===== config.mk =====
export PLATFORM = sky130hd
export DESIGN_NAME = combo_sequence_detector_flat
export DESIGN_NICKNAME = d
export VERILOG_FILES = /design/src/rtl/combo_sequence_detector_if.sv /design/src/rtl/combo_sequence_detector.sv /design/src/flat_wrapper.sv
export SDC_FILE = /design/constraint.sdc
export NUM_CORES = 1
export LEC_CHECK = 0
export ABC_CLOCK_PERIOD_IN_PS = 2800
export CAP_MARGIN = 20
export CORE_MARGIN = 1.5
export CORE_UTILIZATION = 60
export DETAILED_ROUTE_END_ITERATION = 8
export PLACE_DENSITY = 0.79
export REMOVE_ABC_BUFFERS = 1
export SYNTH_ARGS = -nofsm -noshare
export SYNTH_HDL_FRONTEND = slang
export SYNTH_SLANG_ARGS = --single-unit

===== constraint.sdc =====
create_clock -name clk -period 2.8 [get_ports clk]
set_input_delay 0.42 -clock clk [delete_from_list [all_inputs] [get_ports clk]]
set_output_delay 0.42 -clock clk [all_outputs]
set_load 0.05 [all_outputs]

===== src/rtl/combo_sequence_detector_if.sv =====
// ============================================================================
// Module      : combo_sequence_detector_if
// Description : Button-pulse input and combo-result output bundle for
//               combo_sequence_detector.
// Revision    : 1.0 - initial release
// ============================================================================
`default_nettype none

interface combo_sequence_detector_if;
  logic [4:0] btn_pulse;
  logic       facing;
  logic       combo_valid;
  logic [1:0] combo_id;
  logic       window_open;
  logic [1:0] step_count;

  modport master (
    output btn_pulse,
    output facing,
    input  combo_valid,
    input  combo_id,
    input  window_open,
    input  step_count
  );

  modport slave (
    input  btn_pulse,
    input  facing,
    output combo_valid,
    output combo_id,
    output window_open,
    output step_count
  );
endinterface

`default_nettype wire


===== src/rtl/combo_sequence_detector.sv =====
// ============================================================================
// Module      : combo_sequence_detector
// Description : Per-player combo window that matches a 3-press history
//               against fixed special-move sequences. Option macro
//               COMBO_MIRROR_EN swaps left/right when facing left.
// Revision    : 1.0 - initial release
// ============================================================================
`default_nettype none

module combo_sequence_detector #(
  parameter int TIMEOUT_CYCLES  = 25_000_000,
  parameter int COOLDOWN_CYCLES = 4_000_000,
  parameter int TIMER_W         = 32
) (
  input  wire logic               clk,
  input  wire logic               rst_n,
  combo_sequence_detector_if.slave bus
);

  localparam logic [2:0] c_code_none = 3'd0;
  localparam logic [2:0] c_code_up   = 3'd1;
  localparam logic [2:0] c_code_down = 3'd2;
  localparam logic [2:0] c_code_fwd  = 3'd3;
  localparam logic [2:0] c_code_back = 3'd4;
  localparam logic [2:0] c_code_atk  = 3'd5;

  // History packs oldest entry in the top bits, newest in [2:0]
  localparam logic [8:0] c_seq_hadouken = {c_code_down, c_code_fwd,  c_code_atk};
  localparam logic [8:0] c_seq_shoryu   = {c_code_fwd,  c_code_down, c_code_atk};
  localparam logic [8:0] c_seq_tatsu    = {c_code_down, c_code_back, c_code_atk};

  localparam logic [1:0] c_id_none     = 2'd0;
  localparam logic [1:0] c_id_hadouken = 2'd1;
  localparam logic [1:0] c_id_shoryu   = 2'd2;
  localparam logic [1:0] c_id_tatsu    = 2'd3;

  localparam logic [TIMER_W-1:0] c_timeout  = TIMER_W'(TIMEOUT_CYCLES);
  localparam logic [TIMER_W-1:0] c_cooldown = TIMER_W'(COOLDOWN_CYCLES);
  localparam logic [TIMER_W-1:0] c_one      = TIMER_W'(1);

  typedef enum logic [1:0] {
    S_IDLE     = 2'd0,
    S_TRACK    = 2'd1,
    S_COOLDOWN = 2'd2
  } state_t;

  state_t               r_state;
  logic [8:0]           r_hist;
  logic [1:0]           r_step;
  logic [TIMER_W-1:0]   r_timer;
  logic                 r_combo_valid;
  logic [1:0]           r_combo_id;
  logic                 r_window_open;

  logic                 w_fwd;
  logic                 w_back;
  logic [2:0]           w_code;
  logic                 w_press;
  logic [8:0]           w_hist_next;
  logic [1:0]           w_step_next;
  logic [1:0]           w_match_id;

`ifdef COMBO_MIRROR_EN
  // Facing is taken only on the press cycle; stored history is never rewritten
  assign w_fwd  = bus.facing ? bus.btn_pulse[2] : bus.btn_pulse[3];
  assign w_back = bus.facing ? bus.btn_pulse[3] : bus.btn_pulse[2];
`else
  logic w_unused_facing;
  assign w_unused_facing = bus.facing;
  assign w_fwd  = bus.btn_pulse[3];
  assign w_back = bus.btn_pulse[2];
`endif

  always_comb begin
    w_code = c_code_none;
    if (bus.btn_pulse[4])      w_code = c_code_atk;
    else if (bus.btn_pulse[1]) w_code = c_code_down;
    else if (bus.btn_pulse[0]) w_code = c_code_up;
    else if (w_fwd)            w_code = c_code_fwd;
    else if (w_back)           w_code = c_code_back;
  end

  assign w_press     = (w_code != c_code_none);
  assign w_hist_next = {r_hist[5:0], w_code};
  assign w_step_next = (r_step == 2'd3) ? 2'd3 : r_step + 2'd1;

  always_comb begin
    w_match_id = c_id_none;
    case (w_hist_next)
      c_seq_hadouken: w_match_id = c_id_hadouken;
      c_seq_shoryu:   w_match_id = c_id_shoryu;
      c_seq_tatsu:    w_match_id = c_id_tatsu;
      default:        w_match_id = c_id_none;
    endcase
  end

  always_ff @(posedge clk or negedge rst_n) begin
    if (!rst_n) begin
      r_state       <= S_IDLE;
      r_hist        <= '0;
      r_step        <= 2'd0;
      r_timer       <= '0;
      r_combo_valid <= 1'b0;
      r_combo_id    <= c_id_none;
      r_window_open <= 1'b0;
    end else begin
      r_combo_valid <= 1'b0;
      case (r_state)
        S_IDLE, S_TRACK: begin
          // A press on the last live cycle still extends the current window
          if (w_press) begin
            if (w_match_id != c_id_none) begin
              r_combo_valid <= 1'b1;
              r_combo_id    <= w_match_id;
              r_hist        <= '0;
              r_step        <= 2'd0;
              r_timer       <= c_cooldown;
              r_state       <= S_COOLDOWN;
              r_window_open <= 1'b0;
            end else begin
              r_hist        <= w_hist_next;
              r_step        <= w_step_next;
              r_timer       <= c_timeout;
              r_state       <= S_TRACK;
              r_window_open <= 1'b1;
            end
          end else if (r_state == S_TRACK) begin
            if (r_timer <= c_one) begin
              r_timer       <= '0;
              r_hist        <= '0;
              r_step        <= 2'd0;
              r_state       <= S_IDLE;
              r_window_open <= 1'b0;
            end else begin
              r_timer <= r_timer - c_one;
            end
          end
        end
        S_COOLDOWN: begin
          if (r_timer <= c_one) begin
            r_timer <= '0;
            r_state <= S_IDLE;
          end else begin
            r_timer <= r_timer - c_one;
          end
        end
        default: begin
          r_state       <= S_IDLE;
          r_hist        <= '0;
          r_step        <= 2'd0;
          r_timer       <= '0;
          r_window_open <= 1'b0;
        end
      endcase
    end
  end

  assign bus.combo_valid = r_combo_valid;
  assign bus.combo_id    = r_combo_id;
  assign bus.window_open = r_window_open;
  assign bus.step_count  = r_step;

endmodule

`default_nettype wire


===== src/flat_wrapper.sv =====
// flat-port wrapper written by rule: the top's interface ports become plain ports
module combo_sequence_detector_flat 
#(
  parameter int TIMEOUT_CYCLES  = 25_000_000,
  parameter int COOLDOWN_CYCLES = 4_000_000,
  parameter int TIMER_W         = 32
)
  (clk, rst_n, bus_btn_pulse, bus_facing, bus_combo_valid, bus_combo_id, bus_window_open, bus_step_count);
  combo_sequence_detector_if bus_i ();
  input  wire logic clk;
  input  wire logic rst_n;
  input wire logic [$bits(bus_i.btn_pulse)-1:0] bus_btn_pulse;
  input wire logic [$bits(bus_i.facing)-1:0] bus_facing;
  output wire logic [$bits(bus_i.combo_valid)-1:0] bus_combo_valid;
  output wire logic [$bits(bus_i.combo_id)-1:0] bus_combo_id;
  output wire logic [$bits(bus_i.window_open)-1:0] bus_window_open;
  output wire logic [$bits(bus_i.step_count)-1:0] bus_step_count;
  assign bus_i.btn_pulse = bus_btn_pulse;
  assign bus_i.facing = bus_facing;
  assign bus_combo_valid = bus_i.combo_valid;
  assign bus_combo_id = bus_i.combo_id;
  assign bus_window_open = bus_i.window_open;
  assign bus_step_count = bus_i.step_count;
  combo_sequence_detector #(.TIMEOUT_CYCLES(TIMEOUT_CYCLES), .COOLDOWN_CYCLES(COOLDOWN_CYCLES), .TIMER_W(TIMER_W)) u_core (.clk(clk), .rst_n(rst_n), .bus(bus_i));
endmodule

==> results.txt, run 1 <==
The total core area is 4661 µm². The count of port buffers added during placement is 12. The worst slew margin relative to its limit came out at 0.5458.

The first global-routing pass estimated 11.76 mm of wire. The maximum number of buffers from clock root to sink came out at 2. In the post-synthesis netlist, the biggest area contributors are sky130_fd_sc_hd__dfrtp_1 40%, sky130_fd_sc_hd__a21oi_1 5.2%, sky130_fd_sc_hd__o21ai_0 3.6%. The post-detailed-placement half-perimeter wirelength came out at 5.084 mm. The count of TritonRoute iterations in the first routing pass came out at 5. The count of maximum capacitance violations came out at 0.

Yosys instantiated no cell more often than sky130_fd_sc_hd__dfrtp_1. The cell area after layout came out at 3194 µm². The via count of the first global-routing pass was 2,380.

The I/O pin total came out at 14. The insertion delay of the later-clocked pin in the worst-skew pair came out at 0.31 ns. The share of layout cells above drive strength 1 came out at 0.1114.

The met3 capacity usage during global routing is 0.04722. The type of the most critical hold path is primary input to asynchronous set/reset pin. The synthesized netlist occupies a cell area of 2880 µm².

The via count normalized by instance count came out at 6.855. The analysis attributes to cell leakage a power of 0.001239 µW. Once the clock tree was built, the setup fixing pass inserted 0 buffers. The repair_antennas step left the layout with diodes totalling 0.

After clock tree synthesis, the clock-pin slew on the worst setup and hold paths is 0.09 ns. The type of element launching the critical path is a flop. The flow ran to the end, and the final reports show no timing, DRC or antenna violations. Dividing the final minimum period by the clock period gives 0.8797.

The iteration-0 DRC count of the detailed router came out at 184. The cts-stage hold buffer count came out at 0. The routability-driven placement congestion ratio came out at 0.9122. The remaining antenna violation count is 0.

The initial utilization of the core area, before any placement, comes to 0.6180. The number of warnings reported in the yosys synthesis log is 0. Setup repair after global routing left no endpoint under its margin.

The highest-delay cell along the critical path is sky130_fd_sc_hd__or4_1. The worst register-to-register path has a setup slack of 0.34 ns. The final clock skew came out at 0.006911 ns. The pin count of the biggest net entering global routing is 47. The buffer cell driving the clock tree root is sky130_fd_sc_hd__clkbuf_8. The overall die width is 72.29 µm.

The die covers 5225 µm². Global routing finished with a remaining overflow of 0. Derived from the worst setup path, the maximum achievable clock frequency is 406.0 MHz. In this run the critical register-to-register path is captured at u_core.r_timer[28]. Tracing the worst setup path back leads to its startpoint at u_core.r_timer[0]. The remaining design rule violation count is 0. The total via count in the routed design is 2,646. The actual transition at the worst max-transition pin came out at 0.6782 ns.

The fraction of the yosys area taken by sequential cells is 0.3997. At the worst endpoint, the required time is 3.01 ns. The maximum level of the CTS H-tree is 2. The count of standard-cell rows came out at 25.

The synthesis-to-finish area growth came out at 10.90%. STA puts the critical path data arrival time at 2.68 ns. The total negative setup slack is 0 ns.

In the synthesized netlist the dominant register cell turns out to be sky130_fd_sc_hd__dfrtp_1. The kind of end point of the critical path is a flop. The average wire per cell in the routed design is 18.68 µm. The number of buffers created by CTS is 5. The number of setup violations in the final report came out at 0. The final count of pins violating max slew is 0. The number of standard cells after synthesis came out at 317. The count of cells resized by post-cts repair is 0. The number of hold violations in the final report came out at 0. The fraction of registers with async set or reset after synthesis came out at 1.000.

In this run the critical register-to-register path is launched from u_core.r_timer[0]. The number of antenna violations at the first check in global routing came to 0. The area fraction of the dominant cell type after synthesis is 0.3997. Traced cell by cell, the critical path runs through inv_1 > ha_1 > nor4b_1 > nand4_1 > or4_1 > o31ai_1. The tightest hold margin came out at 0.05996 ns. The power density over the cells came out at 430.8 nW/µm². The number of nets in the final layout is 341. The average cell area after synthesis is 9.086 µm². The commonest cells after synthesis are 46 x sky130_fd_sc_hd__dfrtp_1, 30 x sky130_fd_sc_hd__a21oi_1, 21 x sky130_fd_sc_hd__o21ai_0. The number of clock sinks seen by CTS is 46.

The stage delay of the slowest cell on the critical path came out at 0.57 ns. The number of storage elements in the synthesis netlist is 46. The post-layout total power came out at 1376 µW.

The die extent in y came out at 72.29 µm. The peak ir drop on the vdd network came out at 0.2354 mV. sky130_fd_sc_hd__dfrtp_1 takes more of the synthesized area than any other cell.

The kind of critical path is flop to flop. The global routing met1 resource utilization came out at 0.4076. The maximum fanout along the worst path came out at 10. Measured on the finished design, the core utilization comes to 0.6854. The global-route track usage on met2 came out at 0.4578. The minimum clock period is 2.463 ns.

The total wire length is 7.212 mm. After global routing, the most crowded layer is met2. The total routing resource utilization after global routing is 0.2887. The synthesized design contains 0 enable-type register cells. The worst-case reg-to-reg path depth is 6. The count of distinct cell types in the synthesized netlist came out at 59. TritonCTS built the clock tree.

The post-detailed-placement cell area came out at 3060 µm².
[flip-flops by register name, summed over array words and instances, names as in the netlist]
| signal | flops |
|---|---|
| u_core.r_timer | 32 |
| u_core.r_hist | 6 |
| u_core.bus.combo_id | 2 |
| u_core.bus.step_count | 2 |
| u_core.r_state | 2 |
| u_core.bus.combo_valid | 1 |
| u_core.bus.window_open | 1 |
[final cells by class]
type	count	area (µm²)
Multi-Input combinational cell	244	1622
Fill cell	371	1466
Sequential cell	46	1151
Timing Repair Buffer	20	187.7
Clock buffer	5	68.82
Tap cell	54	67.56
Inverter	14	52.55
Clock inverter	3	45.04
[placed cells by master, fill, tap and decap left out, types with 3 or more instances in the layout]
cell type,n
sky130_fd_sc_hd__a31oi_1,6
sky130_fd_sc_hd__nor4b_1,3
sky130_fd_sc_hd__clkbuf_8,5
sky130_fd_sc_hd__nor4_1,3
sky130_fd_sc_hd__o311a_1,4
sky130_fd_sc_hd__nand4_1,8
sky130_fd_sc_hd__nor3_1,11
sky130_fd_sc_hd__a22o_1,10
sky130_fd_sc_hd__nor2_1,16
sky130_fd_sc_hd__nor3_2,5
sky130_fd_sc_hd__o21ai_0,21
sky130_fd_sc_hd__inv_1,13
sky130_fd_sc_hd__or3_1,10
sky130_fd_sc_hd__nand3b_1,3
sky130_fd_sc_hd__nand2_1,20
sky130_fd_sc_hd__nor4_4,4
sky130_fd_sc_hd__nand3_1,14
sky130_fd_sc_hd__a21o_1,5
sky130_fd_sc_hd__buf_4,7
sky130_fd_sc_hd__a31o_2,4
sky130_fd_sc_hd__and2_1,3
sky130_fd_sc_hd__nor2b_1,4
sky130_fd_sc_hd__o2bb2a_1,5
sky130_fd_sc_hd__clkdlybuf4s50_1,11
sky130_fd_sc_hd__a21oi_1,30
sky130_fd_sc_hd__o211ai_1,4
sky130_fd_sc_hd__dfrtp_1,46
sky130_fd_sc_hd__o22ai_1,3
sky130_fd_sc_hd__or4_1,9
[critical path, delay by kind of cell, from the launching register on]
kind	cells	cell delay, ns
flops	1	0.44
compound gates	1	0.22
buf+inv	1	0.08
fa+ha+maj	1	0.35
simple gates	3	1.28
[report_power, final]
group | internal [µW] | leakage, µW | switching [µW]
logic | 63.7 | 0.000652 | 85.1
registers | 685 | 0.000537 | 36.3
clock network | 266 | 0.0000504 | 241
[cell families (layout without fill, tap and decap cells)]
| logic type | count (synthesis) | in the layout | synth area share |
|---|---|---|---|
| adder cells (fa/ha/maj) | 2 | 2 | 0.008687 |
| AND/OR/NAND/NOR | 126 | 126 | 0.2776 |
| flip-flops | 46 | 46 | 0.3997 |
| XOR/XNOR | 3 | 3 | 0.009124 |
| multiplexers | 2 | 2 | 0.006951 |
| AO/OA/AOI/OAI | 111 | 111 | 0.2606 |
| buffers and inverters | 27 | 42 | 0.03736 |
[through the flow]
step | instances | setup WS (ns)
4_1_cts | 385 | 0.3829
3_3_place_gp | 377 | 0.3783
6_report | 386 | 0.3368
5_1_grt | 386 | 0.1298
2_1_floorplan | 304 | 0.6887
3_5_place_dp | 377 | 0.3351
[worst max-delay path by stage]
stage | to | cells after the start
6_report | u_core.r_timer[28] | 6
5_1_grt | u_core.r_timer[26] | 7
4_1_cts | u_core.r_timer[28] | 6
3_5_place_dp | u_core.r_timer[13] | 7
3_3_place_gp | u_core.r_timer[22] | 7
2_1_floorplan | u_core.r_timer[27] | 7
[metal layers]
layer | vias up | routed length [µm]
met1 | 1303 | 3292
met3 | 15 | 386
li1 | 1251 | -
met5 | - | 0
met2 | 77 | 3394
met4 | 0 | 138
(Power assumes the default switching activity.)
==> run 2, diff against run 1 <==
--- a/config.mk
+++ b/config.mk
@@ -10,5 +10,6 @@
 export CORE_MARGIN = 1.5
-export CORE_UTILIZATION = 60
+export CORE_UTILIZATION = 51
+export CTS_CLUSTER_SIZE = 30
 export DETAILED_ROUTE_END_ITERATION = 8
-export PLACE_DENSITY = 0.79
+export PLACE_DENSITY = 0.69
 export REMOVE_ABC_BUFFERS = 1
==> constraint.sdc (replaced) <==
create_clock -name clk -period 2.8 [get_ports clk]
set_input_delay 0.28 -clock clk [delete_from_list [all_inputs] [get_ports clk]]
set_output_delay 0.28 -clock clk [all_outputs]
set_load 0.05 [all_outputs]
==> run 2 against run 1 <==
Power is 0.49% higher. Sequential share of layout area decreased by 0.27 points. Utilization shrank 9.7 points. Clock power increased by 2%. Cell count is 4.4% higher. Worst setup slack gained 0.10 ns. Register-to-register slack improved by 0.10 ns. Wire length grew 1.2%. Clock-buffer cell count rose by 1. Critical endpoint is now u_core.r_timer[12]. Largest cell class unchanged.
==> results.txt, run 2 (synthesis gave the netlist of run 1 again) <==
The overall die width was 78.15 µm (+8.1%). The slowest stage of the critical path belongs to the cell sky130_fd_sc_hd__a31oi_2. The I/O pin total came out at 14 (unchanged). The wire length on met3 was 353 µm (-8.5%). The count of TritonRoute iterations in the first routing pass is 4 (-1). The number of clock sinks seen by CTS came out at 46 (unchanged).

The count of maximum capacitance violations is 0 (unchanged). The iteration-0 DRC count of the detailed router is 221 (+20%). The clock-pin slew on the worst setup and hold paths was 0.09 ns (about the same). The leakage power came to 0.001245 µW (+0.52%). Leaving out fill and tap cells, the most frequent cell in the layout is sky130_fd_sc_hd__dfrtp_1. The post-route fraction of the period consumed by the critical path was 0.8430 (-0.03668). The post-CTS setup-driven buffer insertion count came out at 0 (unchanged).

The average wire per cell in the routed design came to 18.11 µm (-3.1%). The die area came out at 6107 µm² (+17%). The peak ir drop on the vdd network came out at 0.2455 mV (+4.3%). The via count normalized by instance count is 6.395 (-6.7%). The initial core utilization came to 0.5263 (-0.09169). The routed wire length on met2 came out at 3.307 mm (-2.6%).

The number of setup violations in the final report came out at 0 (unchanged). In the final layout, the registers with the most flip-flops are u_core.r_timer (32), u_core.r_hist (6). The maximum number of buffers from clock root to sink is 2 (unchanged). The non-filler instance count after layout came out at 403 (+4.4%).

The core occupancy in the finished layout is 0.5880 (-0.09735). The post-layout total power came to 1383 µW (+0.49%). The count of standard-cell rows came out at 27 (+8.0%). The total via count in the routed design is 2,577 (-2.6%).

The total buffers and inverters traversed by the critical path came to 1 (unchanged). The number of flip-flops in the largest register came out at 32 (unchanged). The number of antenna violations at the first check in global routing is 0 (unchanged). The worst-case reg-to-reg path depth was 7 (+1). The total negative setup slack is 0 ns (unchanged). The routability-driven placement congestion ratio is 0.8984 (-1.5%). The antenna cell count was 0 (unchanged). The placed instance count came out at 394 (+4.5%). The number of hold violations in the final report is 0 (unchanged). The flow ran to the end, and the final reports show no timing, DRC or antenna violations.

The filler cell count was 510 (+37%). The worst slew margin relative to its limit is 0.5372 (-0.008605). Relative to the synthesized area, the layout overhead comes to 11.73%.

The actual transition at the worst max-transition pin is 0.6910 ns (+0.01285 ns). The final global-route overflow total came to 0 (unchanged). The count of port buffers added during placement is 12 (unchanged). Grouping stages by cell kind, the critical path spends the most delay in compound AO/OA/AOI/OAI gates.

The final clock skew was 0.008613 ns (+0.001701 ns). The remaining antenna violation count is 0 (unchanged). Ranked by flip-flop count, first place goes to u_core.r_timer.

The maximum fanout along the worst path is 10 (unchanged). The maximum level of the CTS H-tree came out at 2 (unchanged). The required time at the worst-slack endpoint is 3.04 ns (+0.03 ns). The post-detailed-placement half-perimeter wirelength was 5.059 mm (-0.49%). TritonCTS built the clock tree.

The minimum clock period is 2.361 ns (-0.1027 ns). The die extent in y is 78.15 µm (+8.1%). In the layout the commonest cells are 46 x sky130_fd_sc_hd__dfrtp_1, 30 x sky130_fd_sc_hd__a21oi_1, 21 x sky130_fd_sc_hd__o21ai_0. Setup repair after global routing left no endpoint under its margin. The first-pass GRT wire length came out at 12.23 mm (+3.9%). The number of buffers created by CTS came to 5 (unchanged). The power density over the cells came out at 429.7 nW/µm² (-0.25%). The top achievable clock speed is 423.6 MHz (+4.4%). The total core area is 5473 µm² (+17%). The remaining design rule violation count was 0 (unchanged). The startpoint identified for the worst register-to-register timing path is u_core.r_timer[0].

The cts-stage hold buffer count is 0 (unchanged). The share of layout cells above drive strength 1 is 0.1057 (-0.005706). The kind of critical path is flop to flop. The via count of the first global-routing pass is 2,369 (-0.46%). The number of nets in the final layout was 341 (unchanged). The type of element launching the critical path is a flop.

The count of cells resized by post-cts repair is 0 (unchanged). The setup slack of the worst register-to-register path is 0.44 ns (+0.10 ns). The stage delay of the slowest cell on the critical path came out at 0.56 ns (about the same). The length of routed wiring on met1 came out at 3.481 mm (+5.7%).

The critical path depth in cells came out at 7 (+1). The capture point of the worst reg-to-reg path is u_core.r_timer[12]. Traced cell by cell, the critical path runs through inv_1 > ha_1 > o21ba_2 > and4_1 > a31oi_2 > o21ai_0 > o2bb2a_1. The pin count of the biggest net entering global routing is 47 (unchanged). The insertion delay of the later-clocked pin in the worst-skew pair was 0.31 ns (about the same). The worst setup path is captured at a flop. The data arrival time of the critical path came out at 2.60 ns (-0.08 ns). The worst hold path belongs to the class primary input to asynchronous set/reset pin. The final count of pins violating max slew is 0 (unchanged). The total routing resource utilization after global routing came out at 0.2574 (-0.03132).

The highest metal layer carrying signal wires in the routed design is met4. The buffer cell driving the clock tree root is sky130_fd_sc_hd__clkbuf_8. The total wire length came to 7.297 mm (+1.2%).
==> run 2: cell types whose count changed in the layout (fill, tap and decap cells not counted) <==
cell,before,now
sky130_fd_sc_hd__clkinvlp_4,2,0
sky130_fd_sc_hd__buf_4,7,6
sky130_fd_sc_hd__clkbuf_8,5,6
sky130_fd_sc_hd__dlygate4sd3_1,0,1
==> run 2: worst max path at each step <==
stage	from	endpoint
finish	u_core.r_timer[0]	u_core.r_timer[12]
global route	u_core.r_timer[0]	u_core.r_timer[26]
CTS	u_core.r_timer[0]	u_core.r_timer[12]
detailed placement	bus_btn_pulse[4]	u_core.bus.step_count[0]
global placement	bus_btn_pulse[4]	u_core.r_timer[22]
floorplan	u_core.r_timer[0]	u_core.r_timer[27]
==> run 2: routing by layer <==
layer  track usage  up-vias
met4       0.08571        0
met2        0.3817       64
met5             0        -
met3       0.04535       13
li1              -     1255
met1        0.3796     1245
==> run 2: per-stage QoR <==
step	cell area [µm²]	worst slack, ns	hold WS (ns)
3_3_place_gp	3075	0.4613	0.4682
6_report	3218	0.4395	0.3464
5_1_grt	3218	0.2157	0.3704
4_1_cts	3188	0.4690	0.1985
2_1_floorplan	2825	0.6887	-0.01559
3_5_place_dp	3075	0.4165	0.4654
==> run 2: where the power goes <==
group          switching, µW  internal, µW
Combinational           85.0          62.5
Clock                    230           286
Sequential              35.0           685
Total                    350          1030
==> run 2: layout make-up <==
| class | count | area, µm² | share of cell area |
|---|---|---|---|
| multi-input cells | 244 | 1622 | 0.5039 |
| flip-flops and latches | 46 | 1151 | 0.3577 |
| repair buffers | 20 | 190.2 | 0.05910 |
| well taps | 72 | 90.09 | 0.02799 |
| clock buffers | 6 | 82.58 | 0.02566 |
| inverters | 14 | 52.55 | 0.01633 |
| clock inverters | 1 | 30.03 | 0.009331 |
==> run 2: worst register-to-register path: stages (launching register included) <==
cell and delay [ns]:
sky130_fd_sc_hd__dfrtp_1 0.42, sky130_fd_sc_hd__inv_1 0.06, sky130_fd_sc_hd__ha_1 0.32, sky130_fd_sc_hd__o21ba_2 0.24
sky130_fd_sc_hd__and4_1 0.25, sky130_fd_sc_hd__a31oi_2 0.56, sky130_fd_sc_hd__o21ai_0 0.18, sky130_fd_sc_hd__o2bb2a_1 0.26
==> run 3, diff against run 2 <==
ABC_CLOCK_PERIOD_IN_PS = 2250   (was 2800)
clock period = 2.25 ns   (was 2.8 ns; I/O delays follow)
==> run 3 against run 2 <==
The flow now finishes with violations (negative hold slack). First-iteration DRC count shrank 16%. Die area unchanged. Largest cell class unchanged. Worst hold slack worse by 0.35 ns. Clock power up 1%. Critical endpoint is now u_core.r_timer[28]. Clock skew up 0.0035 ns. Power is 18% higher. Via count rose by 4.7%. Combinational power up 49%.
==> results.txt, run 3 (synthesis gave the netlist of run 1 again) <==
The run finished, with violations left. The checks that failed: negative hold slack. The initial core utilization came out at 0.5263 (unchanged).

The total routing resource utilization after global routing came out at 0.2630 (+0.005589). The multi-input combinational cell area is 1648 µm² (+1.6%). The die extent in y came out at 78.15 µm (unchanged).

The number of buffers created by CTS came to 5 (unchanged). The core occupancy in the finished layout is 0.6253 (+0.03727). The worst-case reg-to-reg path depth came out at 9 (+2).

The number of antenna violations at the first check in global routing is 0 (unchanged). The overall die width is 78.15 µm (unchanged). The clock network fraction of total power came out at 0.320 (-0.053). The register ranked first by flip-flop count is u_core.r_timer. The remaining design rule violation count came to 0 (unchanged). The first-pass GRT wire length came out at 12.56 mm (+2.8%).

The library cell used most frequently in the layout, excluding fill and tap cells, is sky130_fd_sc_hd__dfrtp_1. The number of nets in the final layout came out at 368 (+7.9%). The share of total power in combinational logic is 0.135 (+0.028). The post-layout total power is 1626 µW (+18%). The count of standard-cell rows came out at 27 (unchanged). The cell area after layout came out at 3422 µm² (+6.3%). TritonCTS built the clock tree. The count of port buffers added during placement came to 12 (unchanged). The final count of pins violating max slew is 0 (unchanged). The path class of the tightest hold or removal check is primary input to asynchronous set/reset pin.

The data arrival time of the critical path is 2.37 ns (-0.23 ns). The peak ir drop on the vdd network was 0.2807 mV (+14%). The I/O pin total was 14 (unchanged). The maximum fanout along the worst path is 9 (-1).

The worst slew margin relative to its limit came out at 0.5977 (+0.06054). The total via count in the routed design came to 2,697 (+4.7%). The tightest hold margin is -0.006747 ns (-0.3531 ns). The average wire per cell in the routed design is 17.51 µm (-3.3%). The clock-pin slew on the worst setup and hold paths is 0.10 ns (about the same). The post-detailed-placement half-perimeter wirelength came out at 5.409 mm (+6.9%).

The minimum clock period came out at 2.149 ns (-0.2115 ns). The final clock skew came out at 0.01210 ns (+0.003490 ns). The post-detailed-placement cell area was 3298 µm² (+7.2%). In the layout the commonest cells are 46 x sky130_fd_sc_hd__dfrtp_1, 34 x sky130_fd_sc_hd__buf_4, 30 x sky130_fd_sc_hd__a21oi_1. The total negative setup slack is 0 ns (unchanged).

The maximum number of buffers from clock root to sink is 2 (unchanged). The worst register-to-register path begins at u_core.r_timer[1]. The power density over the cells came out at 475.2 nW/µm² (+11%).

The count of maximum capacitance violations came out at 0 (unchanged). The tree is rooted in a sky130_fd_sc_hd__clkbuf_8. The count of TritonRoute iterations in the first routing pass is 5 (+1). The register cell area after layout was 1151 µm² (unchanged). The die area is 6107 µm² (unchanged).

The via count normalized by instance count is 6.258 (-2.1%). STA classifies the critical path startpoint as a flop. The total wire length came out at 7.546 mm (+3.4%). The required time at the worst-slack endpoint came out at 2.47 ns (-0.57 ns). The number of setup violations in the final report came out at 0 (unchanged). The insertion delay of the later-clocked pin in the worst-skew pair is 0.31 ns (about the same). The cts-stage hold buffer count came out at 0 (unchanged). The final global-route overflow total came out at 0 (unchanged). The leakage power was 0.001371 µW (+10%). The number of hold violations in the final report is 15 (+15). The number of clock sinks seen by CTS came out at 46 (unchanged).

The share of total power consumed by net switching came out at 0.2802 (+0.02717). The routability-driven placement congestion ratio is 0.9483 (+5.6%). Setup repair after global routing could not meet its margin everywhere. The net switching power came to 455.6 µW (+30%).

The setup slack of the worst register-to-register path is 0.10 ns (-0.34 ns). The total core area is 5473 µm² (unchanged). Relative to the synthesized area, the layout overhead comes to 18.81%. By startpoint and endpoint, the worst setup path is classified as flop to flop. The filler cell count came to 490 (-3.9%). The kind of end point of the critical path is a flop.

The pin count of the biggest net entering global routing came to 47 (unchanged). The post-route fraction of the period consumed by the critical path is 0.9551 (+0.1121). The cell internal power dissipation came out at 1171 µW (+13%). The iteration-0 DRC count of the detailed router is 186 (-16%). In this run the critical register-to-register path is captured at u_core.r_timer[28].

The remaining antenna violation count is 0 (unchanged). The share of layout cells above drive strength 1 came out at 0.1866 (+0.08089). The actual transition at the worst max-transition pin came out at 0.6034 ns (-0.08759 ns). The antenna cell count is 0 (unchanged). The maximum level of the CTS H-tree was 2 (unchanged). In the final layout, the registers with the most flip-flops are u_core.r_timer (32), u_core.r_hist (6). The via count of the first global-routing pass is 2,538 (+7.1%). The sequential power share is 0.545 (+0.025).

The number of flip-flops in the largest register is 32 (unchanged). The top achievable clock speed is 465.3 MHz (+9.8%).
## run 3: changes by cell type in the layout (fill, tap and decap cells not counted), sizes merged
cell         before  now
clkinvlp          0    1
clkbuf            6    5
buf               8   36
clkinv            1    3
dlygate4sd3       1    0
bufinv            1    0
## run 3: area by class of cell
class,instances,area share
timing repair buffer,47,0.1141
clock inverter,3,0.006216
tap,72,0.02633
multi-input combinational,244,0.4815
inverter,14,0.01536
clock buffer,5,0.02011
sequential,46,0.3364
## run 3: worst max path at each step
stage / from / to
2_1_floorplan: u_core.r_timer[0] / u_core.r_timer[27]
3_3_place_gp: u_core.r_timer[1] / u_core.r_timer[8]
3_5_place_dp: bus_btn_pulse[1] / u_core.r_timer[13]
4_1_cts: u_core.r_timer[1] / u_core.r_timer[8]
5_1_grt: u_core.r_timer[1] / u_core.r_timer[8]
6_report: u_core.r_timer[1] / u_core.r_timer[28]
## run 3: power by group through the flow
stage / registers [µW] / clock network [µW] / logic (µW)
4_1_cts: 885 / 531 / 216
3_5_place_dp: 902 / 0 / 214
5_1_grt: 891 / 560 / 243
3_3_place_gp: 901 / 0 / 212
2_1_floorplan: 913 / 0 / 103
6_report: 886 / 521 / 219
## run 3: routing by layer
layer	vias up	global-route usage	wire length, µm
met5	-	0	0
met4	0	0.08750	153
met3	15	0.04884	414
met2	79	0.4078	3468
met1	1287	0.3708	3510
li1	1316	-	-
## run 3: critical path, cell delays in order (launching register included)
cell and delay, ns:
sky130_fd_sc_hd__dfrtp_1 0.37, sky130_fd_sc_hd__inv_1 0.08, sky130_fd_sc_hd__ha_1 0.20, sky130_fd_sc_hd__buf_4 0.17
sky130_fd_sc_hd__nor2_1 0.08, sky130_fd_sc_hd__or3_1 0.20, sky130_fd_sc_hd__nor4_4 0.07, sky130_fd_sc_hd__buf_4 0.14
sky130_fd_sc_hd__or4_1 0.57, sky130_fd_sc_hd__o31ai_2 0.20
## run 3: stage by stage
step / cells / worst slack (ns)
after global routing: 431 / -0.009361
after global placement: 422 / 0.07465
after CTS: 430 / 0.06740
after floorplan: 304 / 0.1387
final: 431 / 0.1010
after detailed placement: 422 / 0.07799
## run 3: repair_timing
action,CTS,global route
buffers inserted,0,1
gates resized for setup,0,6
endpoints found under the setup margin,0,11
